==> src/rtl/fetch_pkg.sv <==
// Shared definitions for the fetch stage: PC defaults, NOP, the AdEL
// exception code and the IF/ID pipeline record.
// Optional feature: FETCH_ADDR_EXC_EN adds exception fields to the record.
package fetch_pkg;

  localparam logic [31:0] DEF_RESET_PC   = 32'h0000_3000;
  localparam logic [31:0] DEF_EXC_VECTOR = 32'h0000_4180;
  localparam logic [31:0] NOP            = 32'h0000_0000;
  localparam logic [4:0]  EXC_ADEL       = 5'd4;

  typedef struct packed {
    logic [31:0] instr;
    logic [31:0] pc;
    logic [31:0] pc8;
    logic        valid;
`ifdef FETCH_ADDR_EXC_EN
    logic        exc;
    logic [4:0]  exccode;
`endif
  } ifid_t;

  // Empty IF/ID slot: everything zero, not valid.
  function automatic ifid_t ifid_bubble();
    ifid_t v;
    v = '0;
    v.instr = NOP;
    return v;
  endfunction

endpackage

==> src/rtl/fetch_if.sv <==
// Fetch stage bus: pipeline control in, instruction memory handshake,
// IF/ID outputs. FETCH_ADDR_EXC_EN adds the fetch address exception outputs.
interface fetch_if;
  logic        stall_i;
  logic        flush_i;
  logic        redirect_valid_i;
  logic [31:0] redirect_pc_i;
  logic        exc_req_i;
  logic [31:0] pc_o;
  logic [31:0] instr_i;
  logic [31:0] id_instr_o;
  logic [31:0] id_pc_o;
  logic [31:0] id_pc8_o;
  logic        id_valid_o;
`ifdef FETCH_ADDR_EXC_EN
  logic        id_exc_o;
  logic [4:0]  id_exccode_o;
`endif

  // Fetch unit side.
  modport slave (
    input  stall_i, flush_i, redirect_valid_i, redirect_pc_i, exc_req_i, instr_i,
`ifdef FETCH_ADDR_EXC_EN
    output id_exc_o, id_exccode_o,
`endif
    output pc_o, id_instr_o, id_pc_o, id_pc8_o, id_valid_o
  );

  // Pipeline / memory side.
  modport master (
    output stall_i, flush_i, redirect_valid_i, redirect_pc_i, exc_req_i, instr_i,
`ifdef FETCH_ADDR_EXC_EN
    input  id_exc_o, id_exccode_o,
`endif
    input  pc_o, id_instr_o, id_pc_o, id_pc8_o, id_valid_o
  );
endinterface

==> src/rtl/npc_sel.sv <==
// Next-PC selection: exception > stall > redirect > sequential.
module npc_sel #(
  parameter logic [31:0] EXC_VECTOR = 32'h0000_4180
) (
  input  logic [31:0] i_pc,
  input  logic        i_exc_req,
  input  logic        i_stall,
  input  logic        i_redirect_valid,
  input  logic [31:0] i_redirect_pc,
  output logic [31:0] o_npc
);

  // Priority mux; PC+4 wraps naturally at 32 bits, redirect target used as given.
  always_comb begin
    o_npc = i_pc + 32'd4;
    if (i_exc_req)             o_npc = EXC_VECTOR;
    else if (i_stall)          o_npc = i_pc;
    else if (i_redirect_valid) o_npc = i_redirect_pc;
  end

endmodule

==> src/rtl/fetch_unit.sv <==
// Fetch stage: PC register, next-PC select, IF/ID register.
// Optional feature: FETCH_ADDR_EXC_EN checks the fetch address (alignment
// and window [RESET_PC, RESET_PC+4095]) and flags AdEL in IF/ID.
module fetch_unit
  import fetch_pkg::*;
#(
  parameter logic [31:0] RESET_PC   = DEF_RESET_PC,
  parameter logic [31:0] EXC_VECTOR = DEF_EXC_VECTOR
) (
  input  logic    clk,
  input  logic    reset,
  fetch_if.slave  bus
);

  logic [31:0] r_pc;
  logic [31:0] w_npc;
  ifid_t       r_ifid;
  ifid_t       w_ifid_next;
  ifid_t       w_fetch;

  npc_sel #(.EXC_VECTOR(EXC_VECTOR)) u_npc_sel (
    .i_pc             (r_pc),
    .i_exc_req        (bus.exc_req_i),
    .i_stall          (bus.stall_i),
    .i_redirect_valid (bus.redirect_valid_i),
    .i_redirect_pc    (bus.redirect_pc_i),
    .o_npc            (w_npc)
  );

`ifdef FETCH_ADDR_EXC_EN
  logic w_addr_bad;

  // Misaligned or outside the 4 KiB fetch window; 33-bit compare avoids wrap.
  always_comb begin
    w_addr_bad = (r_pc[1:0] != 2'b00) ||
                 (r_pc < RESET_PC) ||
                 ({1'b0, r_pc} > ({1'b0, RESET_PC} + 33'd4095));
  end
`endif

  // Record for the instruction currently being fetched.
  always_comb begin
    w_fetch       = ifid_bubble();
    w_fetch.instr = bus.instr_i;
    w_fetch.pc    = r_pc;
    w_fetch.pc8   = r_pc + 32'd8;
    w_fetch.valid = 1'b1;
`ifdef FETCH_ADDR_EXC_EN
    if (w_addr_bad) begin
      w_fetch.instr   = NOP;
      w_fetch.exc     = 1'b1;
      w_fetch.exccode = EXC_ADEL;
    end
`endif
  end

  // IF/ID next value: exception or flush bubble beats stall; redirect keeps the delay slot.
  always_comb begin
    w_ifid_next = w_fetch;
    if (bus.exc_req_i || bus.flush_i) w_ifid_next = ifid_bubble();
    else if (bus.stall_i)             w_ifid_next = r_ifid;
  end

  // PC and IF/ID registers; reset drops any pending stall or redirect.
  always_ff @(posedge clk or negedge reset) begin
    if (!reset) begin
      r_pc   <= RESET_PC;
      r_ifid <= ifid_bubble();
    end else begin
      r_pc   <= w_npc;
      r_ifid <= w_ifid_next;
    end
  end

  assign bus.pc_o       = r_pc;
  assign bus.id_instr_o = r_ifid.instr;
  assign bus.id_pc_o    = r_ifid.pc;
  assign bus.id_pc8_o   = r_ifid.pc8;
  assign bus.id_valid_o = r_ifid.valid;
`ifdef FETCH_ADDR_EXC_EN
  assign bus.id_exc_o     = r_ifid.exc;
  assign bus.id_exccode_o = r_ifid.exccode;
`endif

endmodule

==> src/flat_wrapper.sv <==
// flat-port wrapper written by rule: the top's interface ports become plain ports
module fetch_unit_flat import fetch_pkg::*;
#(
  parameter logic [31:0] RESET_PC   = DEF_RESET_PC,
  parameter logic [31:0] EXC_VECTOR = DEF_EXC_VECTOR
)
  (clk, reset, bus_stall_i, bus_flush_i, bus_redirect_valid_i, bus_redirect_pc_i, bus_exc_req_i, bus_instr_i, bus_pc_o, bus_id_instr_o, bus_id_pc_o, bus_id_pc8_o, bus_id_valid_o);
  fetch_if bus_i ();
  input  logic clk;
  input  logic reset;
  input wire logic [$bits(bus_i.stall_i)-1:0] bus_stall_i;
  input wire logic [$bits(bus_i.flush_i)-1:0] bus_flush_i;
  input wire logic [$bits(bus_i.redirect_valid_i)-1:0] bus_redirect_valid_i;
  input wire logic [$bits(bus_i.redirect_pc_i)-1:0] bus_redirect_pc_i;
  input wire logic [$bits(bus_i.exc_req_i)-1:0] bus_exc_req_i;
  input wire logic [$bits(bus_i.instr_i)-1:0] bus_instr_i;
  output wire logic [$bits(bus_i.pc_o)-1:0] bus_pc_o;
  output wire logic [$bits(bus_i.id_instr_o)-1:0] bus_id_instr_o;
  output wire logic [$bits(bus_i.id_pc_o)-1:0] bus_id_pc_o;
  output wire logic [$bits(bus_i.id_pc8_o)-1:0] bus_id_pc8_o;
  output wire logic [$bits(bus_i.id_valid_o)-1:0] bus_id_valid_o;
  assign bus_i.stall_i = bus_stall_i;
  assign bus_i.flush_i = bus_flush_i;
  assign bus_i.redirect_valid_i = bus_redirect_valid_i;
  assign bus_i.redirect_pc_i = bus_redirect_pc_i;
  assign bus_i.exc_req_i = bus_exc_req_i;
  assign bus_i.instr_i = bus_instr_i;
  assign bus_pc_o = bus_i.pc_o;
  assign bus_id_instr_o = bus_i.id_instr_o;
  assign bus_id_pc_o = bus_i.id_pc_o;
  assign bus_id_pc8_o = bus_i.id_pc8_o;
  assign bus_id_valid_o = bus_i.id_valid_o;
  fetch_unit #(.RESET_PC(RESET_PC), .EXC_VECTOR(EXC_VECTOR)) u_core (.clk(clk), .reset(reset), .bus(bus_i));
endmodule
==> config.mk <==
export PLATFORM = sky130hd
export DESIGN_NAME = fetch_unit_flat
export DESIGN_NICKNAME = d
export VERILOG_FILES = /design/src/rtl/fetch_pkg.sv /design/src/rtl/fetch_if.sv /design/src/rtl/npc_sel.sv /design/src/rtl/fetch_unit.sv /design/src/flat_wrapper.sv
export SDC_FILE = /design/constraint.sdc
export NUM_CORES = 1
export LEC_CHECK = 0
export CAP_MARGIN = 0
export CORE_MARGIN = 10
export CORE_UTILIZATION = 42
export CTS_CLUSTER_DIAMETER = 120
export CTS_CLUSTER_SIZE = 12
export DETAILED_ROUTE_END_ITERATION = 8
export PLACE_DENSITY = 0.77
export SKIP_CTS_REPAIR_TIMING = 1
export SLEW_MARGIN = 30
export SYNTH_ARGS = -nofsm -noshare
export SYNTH_HDL_FRONTEND = slang
export SYNTH_HIERARCHICAL = 1
export SYNTH_SLANG_ARGS = --single-unit
==> constraint.sdc <==
create_clock -name clk -period 1.95 [get_ports clk]
set_clock_uncertainty 0.2 [all_clocks]
set_input_delay 0.39 -clock clk [delete_from_list [all_inputs] [get_ports clk]]
set_output_delay 0.39 -clock clk [all_outputs]
set_load 0.005 [all_outputs]
# After elaboration in Yosys (flattened, before gate mapping)
# Index checks and enable logic that the tools add are counted.
[classes]
addsub = 2
multipliers = 0
n_div = 0
magnitude_cmp = 0
n_eq_ne = 2
n_shift = 0
muxes = 5
n_bitwise = 0
reduce_logical = 1
[ops]
columns = ["op", "count"]
rows = [
  ["97-bit 2-to-1 mux", 2],
  ["32-bit 2-to-1 mux", 3],
  ["32-bit by 3-bit adder with 32-bit output, second input constant", 1],
  ["32-bit by 4-bit adder with 32-bit output, second input constant", 1],
  ["2-bit by 1-bit != test with 1-bit output, second input constant", 2],
  ["1-bit logical OR", 1],
]
[totals]
ff_bits = 129
latch_bits = 0
ramBits = 0
romBits = 0
inputBits = 70
out_inout_bits = 129
word_cells = 15
mem_count = 0

# Logic depth before layout (Yosys ltp)
[logic_depth]
ltp_word = 4
mapped_depth = 7
ltp_nobuf = 6

# Hierarchy
# The synthesis kept the hierarchy.
[modules_own_cells]
columns = ["module", "instances", "cells_each", "area_per_inst_um2", "seq_area_each_um2"]
rows = [
  ["fetch_unit", 1, 381, 4823.4, 3155.5],
  ["npc_sel", 1, 250, 1370.1, 0.0],
]

# Worst setup path before layout
# Ideal clock, no wire load.
[synth_path]
path_kind = "reg2reg"
startpoint = "register u_core.r_pc[3] (netlist: u_core/bus.pc_o[3])"
endpoint = "register u_core.r_pc[20] (netlist: u_core/bus.pc_o[20])"
setup_time_ns = 0.095
arrival_ns = 1.750
setup_slack_ns = -0.095
stages_incl_launch_ff = 7
path_buffers = 0
path_cell_list = "dfrtp_1 -> ha_1 -> nand3_1 -> nor2_1 -> and4b_1 -> a211oi_1 -> o31ai_1"
[synth_via]
elab_chain_len = 4
[synth_rtl]
columns = ["item", "line_no", "rtl"]
rows = [
  ["start, declared", "fetch_unit.sv:15", "logic [31:0] r_pc;"],
  ["start signal, assigned", "fetch_unit.sv:70", "r_pc <= w_npc;"],
  ["32-bit by 3-bit adder with 32-bit output", "npc_sel.sv:15", "o_npc = i_pc + 32'd4;"],
  ["32-bit 2-to-1 mux", "npc_sel.sv:18", "else if (i_redirect_valid) o_npc = i_redirect_pc;"],
  ["32-bit 2-to-1 mux", "npc_sel.sv:17", "else if (i_stall) o_npc = i_pc;"],
  ["32-bit 2-to-1 mux", "npc_sel.sv:16", "if (i_exc_req) o_npc = EXC_VECTOR;"],
  ["via u_core.w_npc[20]", "fetch_unit.sv:16", "logic [31:0] w_npc;"],
]
# The timed path passes the listed nets, and every way through them passes these cells. The select of a mux whose other input is x is not followed.
# A chain may end at the register's enable or synchronous reset.

# Worst setup path after layout
[layout_path]
startpoint = "register u_core.r_pc[9] (netlist: u_core/bus.pc_o[9])"
endpoint = "register u_core.r_pc[17] (netlist: u_core/bus.pc_o[17])"
# Same word-level chain as after synthesis.

==> reports/results.ini <==
[pwr]
p_leak_nw = 5.158
report.power.total_w = 0.006943
irDropWorstVdd_v = 0.0006735
power_density_nw_per_um2 = 649.4

[detailed_routing]
ant_nets = 0
routed_wl_um = 24940
drt-pass1-iter-count = 5
via_count = 6752
viasPerCell = 5.746
drc = 0
initialDrtViolationCount = 654
routedWlPerCell_um = 21.23

[timing]
final_period_minus_worst_setup_slack_ns = 2.055
whs_ns = 0.2777
fmax_mhz = 486.6
hold_violations = 0
setup_viol = 13
rsz0062_at_grt = true
timing.final.ws_setup_ns = -0.1050
worstMarginPinSlew_ns = 0.4514
finalMaxSlewViolations = 0
slew_headroom_pct = 69.91
setup_tns_ns = -0.5750
fin_crit_sh_pct = 105.4

[global_routing]
grt_pass1_vias = 6546
met2_usage_pct = 36.82
antenna_found_initial = 0
grt_max_degree = 41
use_met1_pct = 29.52
gr-total-overflow = 0
globalRoute.busiestLayer = met2
grt_pass1_wl_um = 36890
gr-usage-met3_pct = 5.741
grt_usage_pct = 22.87

[logic_synthesis]
synth_edf_count = 0
ys_ff_latch = 126
synth_flop_cell = dfrtp_1
ys.warnings.count = 6
yosysMostFrequentCell = dfrtp_1
synth_area_um2 = 6193
yosys.cell_types.count = 67
syn-num-nets = 703
async_flop_share_pct = 100.0
syn_area_per_cell_um2 = 9.815
synth_cells = 631
netlist.area_leader.share_pct = 50.10
ys_seq_area_share_pct = 50.95
synth_area_leaders = dfrtp_1 (50%), a22o_1 (8.1%), nand2_1 (5.3%), nor2_1 (3.3%), a21oi_1 (2.3%)
yosys-top-cells-count = dfrtp_1 (124), nand2_1 (88), a22o_1 (57)
synth_top_area_cell = dfrtp_1

[floorplan]
io_pins = 199
rows = 44
die_x_um = 141.4
coreArea_um2 = 14480
start_util_pct = 42.78
die_y_um = 141.4
dieArea_um2 = 20000

[placed_design]
gp_congestion = 0.9812
dp_hpwl_um = 17860
dp_cells = 1093
portBuffers = 198

[run]
maxCapViolCount = 0

[layout]
multiInputGateArea_um2 = 3029
area_growth_pct = 72.63
seqCellArea_um2 = 3176
fin_util_pct = 73.84
diodes = 0
layout-drive-gt1-share_pct = 27.85
fin_cells = 1175
fill_cells = 1024
finalNetCount = 1053

[clock_network]
cts_buffer_depth = 2
ctsRootBufferMaster = clkbuf_16
clk_latency_ns = 0.41
cts_tree = built
htreeDepth = 4
cts.sinks = 126
cts-buffers-inserted = 17
clk_pin_slew_ns = 0.06

[critical_path]
r2r-start = u_core/bus.pc_o[9]
r2r-end = u_core/bus.pc_o[17]
required_ns = 2.05
crit_path_end_kind = flop
cp.arrival_ns = 2.15
reg2regPathDepth = 8
worst_setup_path_start_kind = flop
crit_type = reg -> reg
crit_path_max_fanout = 5
regToRegSetupSlack_ns = -0.11

[min_path]
holdCritPathClass = reg -> reg
hp-start = u_core/bus.id_pc_o[27]
hold_end = u_core/bus.id_pc_o[27]
holdPathStages = 2

[outcome]
outcome = complete, but fails checks
violations = setup timing

-- per-stage QoR --
stage | instance area (um2) | setup WS [ns]
final | 10690 | -0.1050
after global routing | 10690 | -0.1851
after CTS | 9911 | -0.4552
after detailed placement | 9338 | -0.3401
after global placement | 9338 | -0.2857
after floorplan | 6210 | 0.01691
-- critical path, cell delays in order (launching register included) --
cell,delay (ns)
dfrtp_1,0.43
buf_6,0.13
buf_4,0.10
nand4_1,0.20
nor2_1,0.19
buf_4,0.17
nand4_1,0.10
a21o_1,0.19
a21oi_1,0.23
-- state kept, by name (all words and copies together) (netlist names) --
register,cells
u_core/bus.id_pc8_o,32
u_core/bus.pc_o,32
u_core/bus.id_valid_o,1
u_core/bus.id_instr_o,32
u_core/bus.id_pc_o,29
-- layout make-up --
type	count	area share (%)
Clock buffer	23	4.564
Clock inverter	6	0.7958
Inverter	5	0.1755
Multi-Input combinational cell	453	28.33
Sequential cell	126	29.70
Tap cell	184	2.153
Timing Repair Buffer	378	34.28
-- cells by family (layout without fill, tap and decap cells) --
kind of cell	Yosys count	after routing	synth area share (%)
flops	126	126	50.95
compound gates	177	177	20.67
buf+inv	53	412	3.980
simple gates	253	254	21.07
xor+xnor	15	15	2.121
fa+ha+maj	2	2	0.4040
mux	5	5	0.8081
-- routing by layer --
metal / share of wire, % / wire length (um)
met1: 42 / 10480
met3: 8.2 / 2040
met2: 48 / 11880
met4: 2.2 / 541
met5: 0 / 0
-- placed cells by master, fill, tap and decap left out, drive strengths merged, types with 5 or more instances in the layout --
cell,netlist,final
a22o,57,57
nand2,88,88
dlymetal6s2s,0,31
nor3,16,16
nand4,19,19
xnor2,9,9
clkdlybuf4s50,0,164
a221o,6,6
a31oi,14,14
a211oi,5,5
nor4,10,10
mux2i,5,5
dfrtp,124,124
clkbuf,25,24
xor2,6,6
and3,11,11
inv,5,5
o21ai,32,32
nand3,25,25
a21oi,28,28
buf,23,181
nor2,54,54
and4,11,12
-- power breakdown --
group          switching [W]  internal, W  leakage, nW  total (W)
registers          0.0000699      0.00270         1.69    0.00277
logic               0.000488     0.000579         3.19    0.00107
clock network        0.00111      0.00199        0.277    0.00310
total                0.00167      0.00527         5.16    0.00694
-- worst max path at each step --
stage                   startpoint                  end
6_report        u_core/bus.pc_o[9]  u_core/bus.pc_o[17]
5_1_grt         u_core/bus.pc_o[9]  u_core/bus.pc_o[17]
4_1_cts        u_core/bus.pc_o[13]         bus_pc_o[13]
3_5_place_dp           bus_stall_i   u_core/bus.pc_o[8]
3_3_place_gp           bus_stall_i   u_core/bus.pc_o[8]
2_1_floorplan   u_core/bus.pc_o[2]  u_core/bus.pc_o[20]
Note: power is estimated with default switching activity, not from simulation.
